File: src/rtl/regfile_pkg.sv
// Shared types and default sizing for the parametrised register file.
package regfile_pkg;
    localparam int RF_WIDTH = 32;
    localparam int RF_DEPTH = 32;

    typedef enum logic {
        RF_CLEAR = 1'b0,
        RF_RUN   = 1'b1
    } rf_state_t;
endpackage

File: src/rtl/register_file_param_read_port.sv
// One asynchronous read port: range check, hardwired zero, write bypass, array read.
module rf_read_port #(
    parameter int WIDTH    = 32,
    parameter int DEPTH    = 32,
    parameter int ADDR_W   = $clog2(DEPTH),
    parameter bit ZERO_REG = 1'b1,
    parameter bit BYPASS   = 1'b1
) (
    input  logic              run_i,
    input  logic [ADDR_W-1:0] addr_i,
    input  logic              wr_en_i,
    input  logic [ADDR_W-1:0] wr_addr_i,
    input  logic [WIDTH-1:0]  wr_data_i,
    input  logic [WIDTH-1:0]  mem_data_i,
    output logic [WIDTH-1:0]  rd_data_o
);
    localparam logic [ADDR_W:0] DEPTH_W = (ADDR_W+1)'(DEPTH);

    logic in_range;
    assign in_range = ({1'b0, addr_i} < DEPTH_W);

    always_comb begin
        rd_data_o = '0;
        if (!run_i || !in_range) begin
            rd_data_o = '0;
        end else if (ZERO_REG && (addr_i == '0)) begin
            rd_data_o = '0;
        end else if (BYPASS && wr_en_i && (wr_addr_i == addr_i)) begin
            rd_data_o = wr_data_i;
        end else begin
            rd_data_o = mem_data_i;
        end
    end
endmodule

File: src/rtl/register_file_param.sv
// Parametrised 2R1W register file; a clear sweep zeroes the reset-less array after reset.
module register_file_param
    import regfile_pkg::*;
#(
    parameter int WIDTH    = RF_WIDTH,
    parameter int DEPTH    = RF_DEPTH,
    parameter int ADDR_W   = $clog2(DEPTH),
    parameter bit ZERO_REG = 1'b1,
    parameter bit BYPASS   = 1'b1
) (
    input  logic              clk,
    input  logic              reset,
    input  logic [ADDR_W-1:0] RegA,
    input  logic [ADDR_W-1:0] RegB,
    input  logic [ADDR_W-1:0] RegC,
    input  logic [WIDTH-1:0]  dataIn,
    input  logic              RegWrite,
    output logic [WIDTH-1:0]  RD1,
    output logic [WIDTH-1:0]  RD2,
    output logic              ready
);
    localparam logic [ADDR_W:0]   DEPTH_W = (ADDR_W+1)'(DEPTH);
    localparam logic [ADDR_W-1:0] LAST    = ADDR_W'(DEPTH - 1);

    rf_state_t         state_q, state_d;
    logic [ADDR_W-1:0] clr_cnt_q, clr_cnt_d;
    logic              ready_q, ready_d;
    logic [WIDTH-1:0]  mem [DEPTH];

    logic              run;
    logic              wr_ok;
    logic              wr_en_run;
    logic [ADDR_W-1:0] ra_idx, rb_idx;

    assign run       = (state_q == RF_RUN);
    assign wr_en_run = run && RegWrite;
    assign wr_ok     = wr_en_run && ({1'b0, RegC} < DEPTH_W) &&
                       !(ZERO_REG && (RegC == '0));
    assign ready     = ready_q;

    always_ff @(posedge clk) begin
        if (reset) begin
            state_q   <= RF_CLEAR;
            clr_cnt_q <= '0;
            ready_q   <= 1'b0;
        end else begin
            state_q   <= state_d;
            clr_cnt_q <= clr_cnt_d;
            ready_q   <= ready_d;
        end
    end

    always_comb begin
        state_d   = state_q;
        clr_cnt_d = clr_cnt_q;
        ready_d   = ready_q;
        case (state_q)
            RF_CLEAR: begin
                if (clr_cnt_q == LAST) begin
                    state_d = RF_RUN;
                    ready_d = 1'b1;
                end else begin
                    clr_cnt_d = clr_cnt_q + 1'b1;
                end
            end
            default: begin
                state_d = RF_RUN;
            end
        endcase
    end

    // Array has no reset; the sweep owns the write port until it finishes.
    always_ff @(posedge clk) begin
        if (!reset) begin
            if (state_q == RF_CLEAR) begin
                mem[clr_cnt_q] <= '0;
            end else if (wr_ok) begin
                mem[RegC] <= dataIn;
            end
        end
    end

    // Out-of-range addresses are masked by the read port; keep the index legal.
    assign ra_idx = ({1'b0, RegA} < DEPTH_W) ? RegA : '0;
    assign rb_idx = ({1'b0, RegB} < DEPTH_W) ? RegB : '0;

    rf_read_port #(
        .WIDTH(WIDTH), .DEPTH(DEPTH), .ADDR_W(ADDR_W),
        .ZERO_REG(ZERO_REG), .BYPASS(BYPASS)
    ) u_rd1 (
        .run_i(run), .addr_i(RegA), .wr_en_i(wr_en_run), .wr_addr_i(RegC),
        .wr_data_i(dataIn), .mem_data_i(mem[ra_idx]), .rd_data_o(RD1)
    );

    rf_read_port #(
        .WIDTH(WIDTH), .DEPTH(DEPTH), .ADDR_W(ADDR_W),
        .ZERO_REG(ZERO_REG), .BYPASS(BYPASS)
    ) u_rd2 (
        .run_i(run), .addr_i(RegB), .wr_en_i(wr_en_run), .wr_addr_i(RegC),
        .wr_data_i(dataIn), .mem_data_i(mem[rb_idx]), .rd_data_o(RD2)
    );
endmodule

File: config.mk
export PLATFORM = sky130hd
export DESIGN_NAME = register_file_param
export DESIGN_NICKNAME = d
export VERILOG_FILES = /design/src/rtl/regfile_pkg.sv /design/src/rtl/register_file_param_read_port.sv /design/src/rtl/register_file_param.sv
export SDC_FILE = /design/constraint.sdc
export NUM_CORES = 1
export LEC_CHECK = 0
export BUFFER_PORTS_ARGS = -buffer_cell sky130_fd_sc_hd__buf_2
export CAP_MARGIN = 20
export CORE_MARGIN = 3
export CORE_UTILIZATION = 45
export CTS_CLUSTER_SIZE = 24
export DETAILED_ROUTE_END_ITERATION = 10
export PLACE_DENSITY = 0.58
export SLEW_MARGIN = 20
export SYNTH_ARGS = -nofsm -noshare
export SYNTH_HDL_FRONTEND = slang
export SYNTH_SLANG_ARGS = --single-unit
File: constraint.sdc
create_clock -name clk -period 6.18 [get_ports clk]
set_clock_uncertainty 0.1 [all_clocks]
set_input_delay 0.618 -clock clk [delete_from_list [all_inputs] [get_ports clk]]
set_output_delay 0.618 -clock clk [all_outputs]
set_load 0.01 [all_outputs]
# --- Word level (Yosys, flattened, before mapping) ---
# Memory sizes are Yosys's and may differ from the RTL's.
# Index checks and enable logic that the tools add are counted.
word_totals:
  reg_bits: 7
  latchBits: 0
  ramBits: 1024
  mem_bits_ro: 0
  word_cells: 39
  n_memories: 1
op_classes:
  addsub: 1
  multipliers: 0
  div_mod_pow: 0
  magnitude_cmp: 0
  n_eq_ne: 3
  shifts: 0
  n_mux: 18
  bitwise: 2
  n_reduce_logical: 11
mem_list:
  columns: ["memory", "depth", "width", "read_ports", "rd_ports_with_merged_regs", "write_ports", "line", "text"]
  rows:
  - ["mem", 32, 32, 2, 0, 1, "register_file_param.sv:28", "logic [WIDTH-1:0] mem [DEPTH];"]
ops:
  columns: ["cell", "n"]
  rows:
  - ["$mux 32", 7]
  - ["$reduce_or 32->1", 1]
  - ["$logic_not 5->1", 3]
  - ["$eq 5x5->1", 2]
  - ["$mux 1", 10]
  - ["$add 5x1->5 const B", 1]
  - ["$eq 5x5->1 const B", 1]
  - ["$mux 5", 1]
  - ["$logic_and 1x1->1", 4]
  - ["$reduce_and 2->1", 2]
  - ["$not 1->1", 2]
  - ["$logic_not 1->1", 1]

# --- Logic depth before layout (Yosys ltp) ---
# Gate-level depths: netlist (run 1).
depth:
  word_depth: 9
  depth_mapped: 9
  ltp_nobuf: 7

# --- Cells and area by module ---
# Synthesis (run 1) repeated with hierarchy kept, for this count alone.
hier_totals:
  hier_cells: 3730
  area_unflattened_um2: 50758.7
by_module_without_submodules:
  columns: ["mod", "instances", "cells_each", "area_per_inst_um2", "seq_area_each_um2"]
  rows:
  - ["register_file_param", 1, 3484, 49364.8, 30889.6]
  - ["rf_read_port", 2, 123, 696.9, 0.0]

# --- Worst setup path before layout (run 1) ---
# No wires, ideal clock.
synth_timing:
  kind: "input -> register"
  startpoint: "input RegC[2]"
  endpoint: "memory mem[21][0], enable pin"
  setup_time_ps: 461
  arrival_ps: 4110
  required_time_ps: 5619
  path_slack_ps: 1509
  stages: 6
  path_buffers: 2
  cell_sequence: "clkbuf_1 > or4_1 > o21a_1 > buf_2 > a21o_1 > nor3_1"
synth_via:
  elab_chain_len: 9
synth_rtl:
  columns: ["item", "line", "text"]
  rows:
  - ["start, declared", "register_file_param.sv:15", "input logic [ADDR_W-1:0] RegC,"]
  - ["$logic_not 5->1", "register_file_param.sv:38", "!(ZERO_REG && (RegC == '0));"]
  - ["$logic_not 1->1", "register_file_param.sv:38", null]
  - ["$logic_and 1x1->1", "register_file_param.sv:37", "assign wr_ok = wr_en_run && ({1'b0, RegC} < DEPTH_W) &&"]
  - ["$mux 1", "register_file_param.sv:77", "end else if (wr_ok) begin"]
  - ["$mux 1", "register_file_param.sv:75", "if (state_q == RF_CLEAR) begin"]
  - ["$mux 1", "register_file_param.sv:74", "if (!reset) begin"]
  - ["$mux 1 (not written as such)", "register_file_param.sv:78", "mem[RegC] <= dataIn;"]
  - ["$reduce_or 32->1 (no line)", null, null]
  - ["$mux 5 (no line) / $mux 1 (equally long branches)", null, null]
  - ["end, declared", "register_file_param.sv:28", null]
# Parallel ways exist; a longest one is shown, timed or not.

# --- Worst setup path after layout (run 1) ---
layout_timing:
  startpoint: "input RegB[1]"
  endpoint: "output RD2[9]"
layout_via:
  elab_chain_len: 5
layout_rtl:
  columns: ["item", "line", "text"]
  rows:
  - ["start, declared", "register_file_param.sv:14", "input logic [ADDR_W-1:0] RegB,"]
  - ["parallel branches: the longest is 3 deep, another holds $mem_v2 32x32", null, null]
  - ["$mux 32 *", "register_file_param_read_port.sv:26", "end else if (ZERO_REG && (addr_i == '0)) begin"]
  - ["$mux 32 *", "register_file_param_read_port.sv:24", "if (!run_i || !in_range) begin"]
  - ["end, declared", "register_file_param.sv:19", "output logic [WIDTH-1:0] RD2,"]
# Every way passes the cells marked *.

==> results of run 1 <==
==> routing by layer <==
layer	routed length [µm]	part of all wire [%]	up-vias
met4	4564	3.0	0
met3	14510	9.4	257
li1	-	-	11440
met1	61750	40	15570
met5	0	0	-
met2	72710	47	1704
==> power groups by stage <==
stage                     Clock (mW)  Combinational [mW]  Sequential, mW
final                           6.35                1.01            7.64
after global routing            6.72                1.05            7.64
after CTS                       6.44                1.00            7.64
after detailed placement           0                1.00            7.79
after global placement             0               0.996            7.79
after floorplan                    0               0.665            7.78
==> sequential cells by signal, summed over array words and instances (netlist names) <==
signal	count
ready	1
clr_cnt_q	5
run	1
mem	1024
==> worst paths after layout <==
kind	start	slack (ps)	to
max reg2reg	run	1760	mem[3][12]
min reg2reg	ready	380	ready
min	reset	140	clr_cnt_q[1]
max	RegB[1]	1580	RD2[9]
==> stage by stage <==
stage	hold slack (ps)	instance area [µm²]
after floorplan	396.6	48640
after global placement	359.6	51050
after detailed placement	361.0	51200
after CTS	99.70	54600
after global routing	139.6	54620
final	143.8	54620
==> layout by cell type (no fill, tap or decap), types with 30 or more instances in the layout <==
cell,instances
mux4_2,447
mux2i_1,195
o21ai_0,35
buf_4,88
nor2_4,30
nor3_1,36
clkbuf_16,110
o221ai_1,33
buf_2,107
a22oi_1,64
nand2_1,52
a221o_1,32
edfxtp_1,1024
o22ai_1,100
a211oi_1,63
nor2b_1,32
nor2_1,105
==> logic make-up (layout without fill, tap and decap cells) <==
group	after synthesis	in the layout	share of synthesized area [%]
AO/OA/AOI/OAI	347	347	5.157
XOR/XNOR	13	13	0.2341
adder cells (fa/ha/maj)	2	2	0.05143
buffers and inverters	226	422	2.387
flip-flops	1031	1031	63.50
multiplexers	642	642	24.71
other	0	2	0
AND/OR/NAND/NOR	357	357	3.961
==> final cells by class <==
| cell class | instances | share of cell area, % |
|---|---|---|
| sequential | 1031 | 56.55 |
| multi-input combinational | 1361 | 30.98 |
| clock buffer | 137 | 5.225 |
| tap | 1391 | 3.186 |
| timing repair buffer | 218 | 3.012 |
| clock inverter | 61 | 0.9964 |
| inverter | 6 | 0.04123 |
| antenna | 2 | 0.009162 |
==> run metrics, run 1 <==
status completed; core area 106300 µm²; Post-CTS Repair Setup Buffers 0; Filler cells 8447; most frequent cell after synthesis edfxtp_1; clock sink count 1031; Static Leak 16.25 nW; Internal 11.64 mW; number of flops mapped to enable cells by yosys 1024; max-cap violations 0; CP Buf/Inv Count 3; share of layout cells above drive strength 1 32.09%; worst slew pin tran 1205 ps; RSZ-0062 raised after global routing false; sequential power share 51.0%; Max Fanout on Critical Path 84; prevailing post-synth register cell edfxtp_1; CTS tree yes; VDD IR max 0.0002158 V; Avg Vias per Cell 6.888; clock-pin transition on the worst setup and hold timing paths 60 ps; Critical Path Source Type input port; Synth top area share 63.21%; Total GRT Usage 27.44%; DRC errors left 0; post-synthesis cell count 2618; Worst path slowest cell nor4b_1; placed insts 4007; Comb pwr share 6.7%; worst hold-check path type in2reg; setup TNS 0 ps; ranking of synthesized cells by area edfxtp_1, mux4_2, mux2i_1; cell count along the critical path 8; Synth-to-Final Area Change 12.29%; CP Class in2out; asr flop ratio synth 0%; Clk network pwr share 42.3%; Die X 334.8 µm; Rows 119; Remaining Overflow, GRT 0; average wire per standard cell 36.50 µm; Reg area 30890 µm²; Root Driver clkbuf_16; Final Util 51.38%; IO buf count 114; final hold vios 0; met1 GRT Util 39.75%; critical path data required time 5460 ps; Net Sw Frac 22.38%; initial antenna violation count 2; final wirelength 153500 µm; met3 usage 4.727%; max frequency 217.4 MHz; Synth Warn # 0; P_sw 3.357 mW; Post-synth top cells edfxtp_1, mux4_2, mux2i_1, nor2_1; final setup vio count 0; pwr dens 274.6 nW/µm²; CTS H-tree depth 3; via count of the routed design 28980; first-pass GRT wire length 218800 µm; vias in the first global route 29090; Rel. slew slack 19.48%; GR Layer Usage met2 43.18%; sequential area share after synthesis 63.50%; Post-Syn Area 48640 µm²; Iter 0 DRT Violations 3625; delay-heaviest family, CP buffers and inverters; Post-CTS Hold Buffers 0; Yosys top cell by area edfxtp_1; Cell variety after synth 50; gp weighted congestion 0.8434; Starting Density 45.76%; worst-skew pair later-pin latency 690 ps; chip height 334.8 µm; critical path, cell by cell buf_6 -> buf_12 -> mux4_2 -> o221ai_1 -> nor2_1 -> nor4b_1 -> nor3_1 -> buf_2; # IOs 115; Tot Pwr 15.00 mW; post-DP HPWL 92460 µm; Num CTS Buffers 109; Arr. time, crit path 3880 ps; Max clock buf depth 3; global route hottest layer met2; Mean Syn Cell Area 18.58 µm²; max-slew violations 0; crit share post-route 74.42%; nets 2779; Worst Reg-to-Reg Cells 5; fin worst setup slack 1581 ps; # resized after CTS 0; multi-input logic area 16920 µm²; Pre-Repair DR Iteration Count 5; CP max stage delay 690 ps; flops & latches, synth 1031; Antenna Nets Post-Route 0; dpl ws 1599 ps; non-filler instance count after layout 4207; Worst setup EP type output pin; Die Area 112100 µm²; syn nets 2670; largest net degree at the start of global routing 99; fin crit period 4599 ps; Worst Hold Depth 2
No activity file was read; power rests on OpenSTA's default activity.
==> inputs of run 2 (changes only) <==
--- a/config.mk
+++ b/config.mk
@@ -11,7 +11,7 @@
 export CORE_UTILIZATION = 45
 export CTS_CLUSTER_SIZE = 24
 export DETAILED_ROUTE_END_ITERATION = 10
-export PLACE_DENSITY = 0.58
+export PLACE_DENSITY = 0.6
 export SLEW_MARGIN = 20
 export SYNTH_ARGS = -nofsm -noshare
 export SYNTH_HDL_FRONTEND = slang
==> constraint.sdc (replaced) <==
create_clock -name clk -period 3.95 [get_ports clk]
set_clock_uncertainty 0.1 [all_clocks]
set_input_delay 0.395 -clock clk [delete_from_list [all_inputs] [get_ports clk]]
set_output_delay 0.395 -clock clk [all_outputs]
set_load 0.01 [all_outputs]
==> run metrics, run 2 (synthesis results as in run 1) <==
Max Fanout on Critical Path 41; max-cap violations 0; via count of the routed design 29610; delay-heaviest family, CP simple AND/OR/NAND/NOR gates; CP max stage delay 580 ps; non-filler instance count after layout 4313; RSZ-0062 raised after global routing false; fin crit period 3605 ps; Worst setup EP type output pin; # resized after CTS 0; first-pass GRT wire length 226700 µm; Critical Path Source Type input port; Static Leak 16.90 nW; max-slew violations 0; CTS H-tree depth 3; Synth-to-Final Area Change 14.75%; Max clock buf depth 3; final hold vios 0; Filler cells 8389; Die X 334.8 µm; clock-pin transition on the worst setup and hold timing paths 60 ps; commonest cells after routing, fill and taps aside edfxtp_1, mux4_2, mux2i_1, buf_4, clkbuf_16; # IOs 115; Largest register FFs 1024; vias in the first global route 30140; multi-input logic area 16920 µm²; status completed; final wirelength 160300 µm; Rows 119; Num CTS Buffers 107; Arr. time, crit path 3110 ps; Post-CTS Repair Setup Buffers 0; VDD IR max 0.0003883 V; Finished Cell Area 55820 µm²; Pre-Repair DR Iteration Count 6; worst-skew pair later-pin latency 680 ps; cell area after placement 52410 µm²; post-DP HPWL 98290 µm; DRC errors left 0; chip height 334.8 µm; Iter 0 DRT Violations 4064; average wire per standard cell 37.17 µm; largest register by flop count mem; Post-CTS Hold Buffers 1; Worst path slowest cell nor4b_1; Remaining Overflow, GRT 0; Die Area 112100 µm²; initial antenna violation count 3; crit share post-route 91.28%; clock sink count 1031; Reg area 30890 µm²; CP Buf/Inv Count 4; critical path, cell by cell buf_6 -> or2_2 -> buf_4 -> buf_4 -> o22ai_1 -> o21ai_0 -> nor4b_1 -> nor3_1 -> buf_2; IO buf count 114; Hold Slack 278.6 ps; cell mode on critical path buf_4; dpl ws 425.1 ps; CTS tree yes; fin worst setup slack 344.6 ps; most common cell after layout, fill and taps aside edfxtp_1; max frequency 277.4 MHz; nets 2888; Antenna Nets Post-Route 0; largest net degree at the start of global routing 89; worst hold-check path type in2reg; Rel. slew slack 22.50%; placed insts 4117; Starting Density 45.76%; share of layout cells above drive strength 1 34.03%; Root Driver clkbuf_16; pwr dens 421.7 nW/µm²; top flop regs mem: 1024 flops, clr_cnt_q: 5 flops; critical path data required time 3450 ps; setup TNS 0 ps; core area 106300 µm²; Total GRT Usage 28.58%; Avg Vias per Cell 6.866; final setup vio count 0; worst slew pin tran 1160 ps; CP Class in2out; gp weighted congestion 0.8737
## run 2: cell count changes in the layout (fill, tap and decap cells not counted), moves of 4 or more
cell and delta:
buf_4 +78, and2_2 -13, and2_1 +13, buf_12 +36
buf_16 -4, clkinv_2 -5
## run 2: routing by layer
layer,global-route usage (%),vias to the layer above,share of wire (%)
met5,0,-,0.0069
met4,11.74,2,4.3
met3,6.582,334,11
met2,44.75,1933,47
met1,38.99,15700,38
li1,-,11650,-
## run 2: final timing paths
check                                 from          end  slack (ps)  depth (start not counted)
worst max register to register         run  mem[21][12]         850                          7
worst min-delay path            dataIn[12]   mem[9][12]         280                          3
worst min register to register       ready        ready         410                          2
worst max-delay path               RegB[2]      RD2[29]         340                          9
## run 2: where the power goes
| part | switching, mW | total, mW | internal (mW) |
|---|---|---|---|
| Sequential | 0.0339 | 12.0 | 11.9 |
| Combinational | 0.993 | 1.67 | 0.682 |
| Clock | 4.19 | 9.91 | 5.71 |
| Total | 5.22 | 23.5 | 18.3 |
## run 2: area by class of cell
type                            instances  area share, %
Inverter                                6        0.04035
Clock buffer                          140          5.111
Clock inverter                         54         0.9705
Timing Repair Buffer                  329          5.108
Sequential cell                      1031          55.34
Tap cell                             1391          3.118
Antenna cell                            1       0.004483
Multi-Input combinational cell       1361          30.31
## run 2: worst min-delay path, stage by stage
cell	delay, ps
buf_2	120
and2_1	130
buf_4	220
## run 2: metrics by stage
step | util [%] | power, mW
after floorplan | - | 13.22
after global placement | 49.30 | 13.82
after detailed placement | 49.30 | 13.84
after CTS | 52.50 | 23.64
after global routing | 52.51 | 24.17
final | 52.51 | 23.54
